File: config.mk
export PLATFORM = sky130hd
export DESIGN_NAME = shift_sequencer
export DESIGN_NICKNAME = d
export VERILOG_FILES = /design/src/rtl/shift_seq_pkg.sv /design/src/rtl/shift_sequencer_shifter.sv /design/src/rtl/shift_sequencer.sv
export SDC_FILE = /design/constraint.sdc
export NUM_CORES = 1
export LEC_CHECK = 0
export ABC_CLOCK_PERIOD_IN_PS = 2530
export BUFFER_PORTS_ARGS = -buffer_cell sky130_fd_sc_hd__buf_2
export CORE_ASPECT_RATIO = 0.5
export CORE_MARGIN = 5
export CORE_UTILIZATION = 46
export DETAILED_ROUTE_END_ITERATION = 16
export PLACE_DENSITY = 0.71
export SLEW_MARGIN = 25
export SYNTH_ARGS = -nofsm -noshare
export SYNTH_HDL_FRONTEND = slang
export SYNTH_SLANG_ARGS = --single-unit
File: constraint.sdc
create_clock -name clk -period 2.53 [get_ports clk]
set_clock_uncertainty 0.15 [all_clocks]
set_input_delay 0.506 -clock clk [delete_from_list [all_inputs] [get_ports clk]]
set_output_delay 0.506 -clock clk [all_outputs]
set_load 0.01 [all_outputs]
File: src/rtl/shift_seq_pkg.sv
// Shared types and op codes for the shift sequencer and the CPU controller.
package shift_seq_pkg;

  localparam int unsigned DATA_W = 16;
  localparam int unsigned AMT_W  = 4;

  localparam logic [1:0] SH_PASS = 2'b00;
  localparam logic [1:0] SH_LSL  = 2'b01;
  localparam logic [1:0] SH_LSR  = 2'b10;
  localparam logic [1:0] SH_ASR  = 2'b11;

  typedef enum logic [1:0] {
    S_IDLE  = 2'b00,
    S_SHIFT = 2'b01,
    S_DONE  = 2'b10
  } seq_state_t;

endpackage

File: src/rtl/shift_sequencer_shifter.sv
// Single-position shifter: pass, logical left, logical right, arithmetic right.
module shifter
  import shift_seq_pkg::*;
(
  input  logic [15:0] in,
  input  logic [1:0]  shift,
  output logic [15:0] sout
);

  // One-bit shift selected by the op code
  always_comb begin
    sout = in;
    case (shift)
      SH_PASS: sout = in;
      SH_LSL:  sout = {in[14:0], 1'b0};
      SH_LSR:  sout = {1'b0, in[15:1]};
      SH_ASR:  sout = {in[15], in[15:1]};
    endcase
  end

endmodule

File: src/rtl/shift_sequencer.sv
// Variable-amount shift unit: repeats the one-bit shifter `amount` times
// behind a start/done handshake.
module shift_sequencer
  import shift_seq_pkg::*;
#(
  parameter int unsigned DATA_W = shift_seq_pkg::DATA_W,
  parameter int unsigned AMT_W  = shift_seq_pkg::AMT_W
) (
  input  logic              clk,
  input  logic              reset,
  input  logic              start,
  input  logic [DATA_W-1:0] din,
  input  logic [1:0]        op,
  input  logic [AMT_W-1:0]  amount,
  output logic              ready,
  output logic              busy,
  output logic              done,
  output logic [DATA_W-1:0] result
);

  seq_state_t        state, state_nx;
  logic [DATA_W-1:0] acc, acc_nx;
  logic [1:0]        op_q, op_nx;
  logic [AMT_W-1:0]  cnt, cnt_nx;
  logic [15:0]       sout;

  shifter u_shifter (
    .in    (acc),
    .shift (op_q),
    .sout  (sout)
  );

  // State, accumulator, latched op and step counter
  always_ff @(posedge clk) begin
    if (reset) begin
      state <= S_IDLE;
      acc   <= '0;
      op_q  <= SH_PASS;
      cnt   <= '0;
    end else begin
      state <= state_nx;
      acc   <= acc_nx;
      op_q  <= op_nx;
      cnt   <= cnt_nx;
    end
  end

  // Next-state: latch on accepted start, one shift step per SHIFT cycle
  always_comb begin
    state_nx = state;
    acc_nx   = acc;
    op_nx    = op_q;
    cnt_nx   = cnt;
    case (state)
      S_IDLE: begin
        if (start) begin
          acc_nx   = din;
          op_nx    = op;
          cnt_nx   = amount;
          state_nx = (amount != '0) ? S_SHIFT : S_DONE;
        end
      end
      S_SHIFT: begin
        acc_nx = sout;
        cnt_nx = cnt - AMT_W'(1);
        if (cnt == AMT_W'(1)) state_nx = S_DONE;
      end
      S_DONE:  state_nx = S_IDLE;
      default: state_nx = S_IDLE;
    endcase
  end

  // Status outputs decoded from the state register only
  assign ready  = (state == S_IDLE);
  assign busy   = (state == S_SHIFT);
  assign done   = (state == S_DONE);
  assign result = acc;

endmodule

# --- After elaboration in Yosys (flattened, before gate mapping) ---
# Cells that the tools add are included.
totals:
  elab_cells: 34
  ff_bits: 24
op_classes:
  addsub: 1
  muxes: 9
  n_eq_ne: 10
  n_reduce_logical: 9
op_table:
  columns: ["operator", "count"]
  rows:
  - ["one-hot mux 16 bit (3 select lines)", 1]
  - ["one-hot mux 16 bit (2 select lines)", 1]
  - ["2-to-1 mux 16 bit", 1]
  - ["one-hot mux 4 bit (2 select lines)", 1]
  - ["== test 2 bit, second input constant", 3]
  - ["2-to-1 mux 2 bit", 3]
  - ["!= test 2 bit, second input constant", 3]
  - ["AND reduction 2 bit", 3]
  - ["== test 2 x 1 -> 1 bit, second input constant", 2]
  - ["== test 4 x 1 -> 1 bit, second input constant", 1]
  - ["zero test 2 bit", 2]
  - ["2-to-1 mux 4 bit", 1]
  - ["one-hot mux 2 bit (2 select lines)", 1]
  - ["AND reduction 4 bit", 1]
  - ["nonzero test 4 bit", 1]
  - ["subtractor 4 x 1 -> 4 bit, second input constant", 1]
  - ["AND reduction 3 bit", 1]
  - ["!= test 2 x 1 -> 1 bit, second input constant", 1]
  - ["nonzero test 2 bit", 1]

# --- Logic depth before layout (Yosys ltp) ---
logic_depth:
  depth_word: 4
  mapped_depth: 7
  mapped_depth_nobuf: 6

# --- Cells and area by module ---
# Synthesis repeated with hierarchy kept, for this count alone.
unflattened:
  cells_unflattened: 174
  hier_area_um2: 1616.6
by_module_without_submodules:
  columns: ["mod", "area_each_um2", "cells_each", "seq_area_each_um2", "instances"]
  rows:
  - ["shift_sequencer", 1261.2, 123, 480.5, 1]
  - ["shifter", 355.3, 51, 0.0, 1]

# --- Worst setup path before layout ---
# OpenSTA, ideal clock, no wires.
synth_path:
  path_kind: "input -> register"
  start: "input amount[2]"
  end: "register state[1]"
  path_slack_ns: 0.916
  arrival_time_ns: 1.360
  required_ns: 2.277
  setup_time_ns: 0.103
  cell_stages: 2
  path_buffers: 0
  path_cell_list: "or4_4 a2111oi_2"
synth_via:
  elab_chain_cells: 4
synth_lines:
  columns: ["element", "line_no", "source"]
  rows:
  - ["start: declaration", "shift_sequencer.sv:14", "input logic [AMT_W-1:0] amount,"]
  - ["nonzero test 4 bit", "shift_sequencer.sv:60", "state_nx = (amount != '0) ? S_SHIFT : S_DONE;"]
  - ["2-to-1 mux 2 bit", "shift_sequencer.sv:60", null]
  - ["2-to-1 mux 2 bit", "shift_sequencer.sv:56", "if (start) begin"]
  - ["one-hot mux 2 bit (2 select lines)", "shift_sequencer.sv:54", "case (state)"]
  - ["end signal: assignment", "shift_sequencer.sv:41", "state <= state_nx;"]
  - ["end: declaration", "shift_sequencer.sv:21", "seq_state_t state, state_nx;"]
# Every way passes these cells. The select of a mux whose other input is x is not followed.
# A chain may end at the register's enable or synchronous reset.

# --- Worst setup path in the final report ---
layout_path:
  start: "register state[0]"
  end: "output busy"
layout_via:
  elab_chain_cells: 1
layout_lines:
  columns: ["element", "line_no", "source"]
  rows:
  - ["== test 2 x 1 -> 1 bit", "shift_sequencer.sv:75", "assign busy = (state == S_SHIFT);"]
  - ["end: declaration", "shift_sequencer.sv:16", "output logic busy,"]
# Every way passes these cells.

==> summary.txt <==
Outcome -> complete, no violations
DRT Wirelength -> 2980 um
Avg Synthesized Cell Area -> 9.47 um^2
Crit path required time -> 1.87 ns
Worst vdd ir -> 357 uV
DIE WIDTH -> 86.7 um
Largest net degree at the start of global routing -> 31
Synthesized flop and latch total -> 24
Via count -> 1167
Die Y-Extent -> 48.4 um
Post-synthesis simple-gate area fraction -> 13.1%
Commonest non-fill, non-tap cell in the layout -> buf_2
Hold depth -> 3
Hold Crit Endpoint -> op_q[1]$_SDFFE_PP0P_
GR peak layer -> met2
Crit path max fanout -> 10
Multiplexer share of the synthesized area -> 11.8%
Setup TNS -> 0 ns
Syn_nets -> 170
Peak Freq -> 538 MHz
Detail Placement HPWL -> 2200 um
Placed Area -> 1570 um^2
Post-Synth Adder-Cell Area -> 1.85%
CTS tree -> done
Reg2Reg Depth -> 4
Distinct cells, synth -> 35
IO Count -> 44
Xor and xnor area share after synthesis -> 1.29%
Final Total Pwr -> 0.993 mW
# H-tree levels -> 1
Minimum clock period -> 1.86 ns
Synthesis Warnings -> 0
Starting Density -> 50.1%
RSZ-0062 raised after global routing -> no
Max cap viols -> 0
Worst R2R Start -> op_q[1]$_SDFFE_PP0P_
Avg WL per Cell -> 13.7 um
Hold Crit Start -> op[1]
Fin nets -> 210
R2r setup slk -> 0.81 ns
Post-Syn Instances -> 143
CTS Sinks -> 24
Final WS setup -> 0.671 ns
Hold buffers post-CTS -> 0
Worst setup SP type -> flop
Sequential share of the synthesized area -> 35.5%
Routing usage on met1 -> 17.3%
GPL Wtd Cong -> 0.768
First-pass GRT wire length -> 4950 um
CP arrival -> 1.20 ns
Row count -> 13
Post-CTS Setup Repair Bufs -> 0
Initial antenna violation count -> 0
Crit share post-route -> 73.5%
Vias per inst -> 5.35
Gr ovfl total -> 0
Leak -> 0.667 nW
I/O Buffers -> 43
CTS max path bufs -> 2
Setup CP Type -> flop to output port
Worst Setup Slack post-DPL -> 0.769 ns
Starting DRC count in detailed routing -> 43
Hold WC Path Type -> primary input to flop
Design Area, Final -> 1610 um^2
Clock Latency Late Sink -> 0.27 ns
Post-layout util -> 59.5%
PD cells -> 618 nW/um^2
Worst-path clk slew -> 0.08 ns
DRC violations left -> 0
Root Driver -> clkbuf_8
Die footprint -> 4190 um^2
Slew @ Worst Pin -> 0.465 ns
CTS resizes -> 0
GRT Util Overall -> 14.2%
Final setup violating endpoints -> 0
R2R Path End -> result[6]$_SDFFE_PP0P_
Setup crit end kind -> output port
Post-synthesis compound-gate area fraction -> 29.8%
Met3 GRT Util -> 3.71%
Share of post-route cells with drive strength above 1 -> 36.5%
Most frequent cells in the layout -> buf_2, nor2_1, dfxtp_1, a21oi_1, mux2i_1
Synth Cell Area -> 1350 um^2
Vias in the first global route -> 1149
Pre-Repair DR Iteration Count -> 4
Relative slew slack -> 68.9%
Final Max Slew Viols -> 0
Met2 Usage GRT -> 25.0%
Area delta synth->final -> 18.8%
CORE AREA -> 2700 um^2
DRT antenna net count -> 0
Final Hold Viols -> 0
CTS Buf Count -> 3
Largest family of logic cells by synthesized area -> compound AO/OA/AOI/OAI gates
# diodes -> 0
==> stage by stage <==
stage	std cells	hold WS [ns]
4_1_cts	218	0.330
6_report	218	0.324
3_3_place_gp	215	0.344
3_5_place_dp	215	0.347
2_1_floorplan	143	0.334
5_1_grt	218	0.344
==> how the worst max path moves through the flow <==
stage                          start                    end  slack (ns)  cells after the start
4_1_cts        state[0]$_SDFFE_PP0P_                   busy        0.66                      4
6_report       state[0]$_SDFFE_PP0P_                   busy        0.67                      4
3_3_place_gp               amount[2]  state[1]$_SDFFE_PP0P_        0.80                      3
2_1_floorplan              amount[2]  state[1]$_SDFFE_PP0P_        0.92                      2
3_5_place_dp               amount[2]  state[1]$_SDFFE_PP0P_        0.77                      3
5_1_grt        state[0]$_SDFFE_PP0P_                   busy        0.57                      4
==> sequential cells by signal, indices dropped and copies added (netlist names) <==
name and flops:
cnt 4, op_q 2, result 16, state 2
==> synth_stat cells, drive strengths merged <==
master | instances | area [um^2]
o2bb2ai | 14 | 185
and2 | 1 | 6.26
o31a | 1 | 8.76
nor2b | 1 | 6.26
a21oi | 20 | 111
o22ai | 1 | 6.26
dfxtp | 24 | 480
a311oi | 1 | 8.76
xnor2 | 1 | 8.76
o21bai | 1 | 18.8
nand3b | 1 | 7.51
and3 | 1 | 6.26
nor2 | 29 | 116
xor2 | 1 | 8.76
o211ai | 1 | 7.51
a2111oi | 1 | 15.0
nand2 | 1 | 3.75
clkbuf | 2 | 7.51
a211oi | 3 | 22.5
inv | 5 | 18.8
nor3 | 1 | 5.00
buf | 9 | 63.8
nand2b | 2 | 15.0
a32oi | 1 | 8.76
mux2i | 16 | 160
ha | 2 | 25.0
or4 | 1 | 11.3
a222oi | 1 | 10.0
==> final cells by class <==
class	instances	area [um^2]
clock buffer	3	41.3
timing repair buffer	46	238
multi-input combinational	103	783
fill	277	1090
inverter	5	18.8
sequential	24	480
tap	37	46.3
==> report_power, final <==
part | total (mW) | internal [mW] | switching [mW]
Combinational | 0.296 | 0.131 | 0.165
Sequential | 0.472 | 0.422 | 0.0494
Clock | 0.226 | 0.107 | 0.120
==> layer usage <==
layer  routed length, um  vias to the layer above
li1                    -                      593
met1                1360                      550
met2                1490                       24
met5                   0                        -
met3                 131                        0
met4                   0                        0
==> cells by family after synthesis <==
family	count (synthesis)
compound gates	45
simple gates	38
mux	16
xor+xnor	2
buf+inv	16
flops	24
fa+ha+maj	2
==> critical path: stages, from the launching register on <==
cell and delay, ns:
dfxtp_1 0.31, buf_4 0.18, nand2b_1 0.17, inv_2 0.13, buf_2 0.14
No activity file was read; power rests on OpenSTA's default activity.
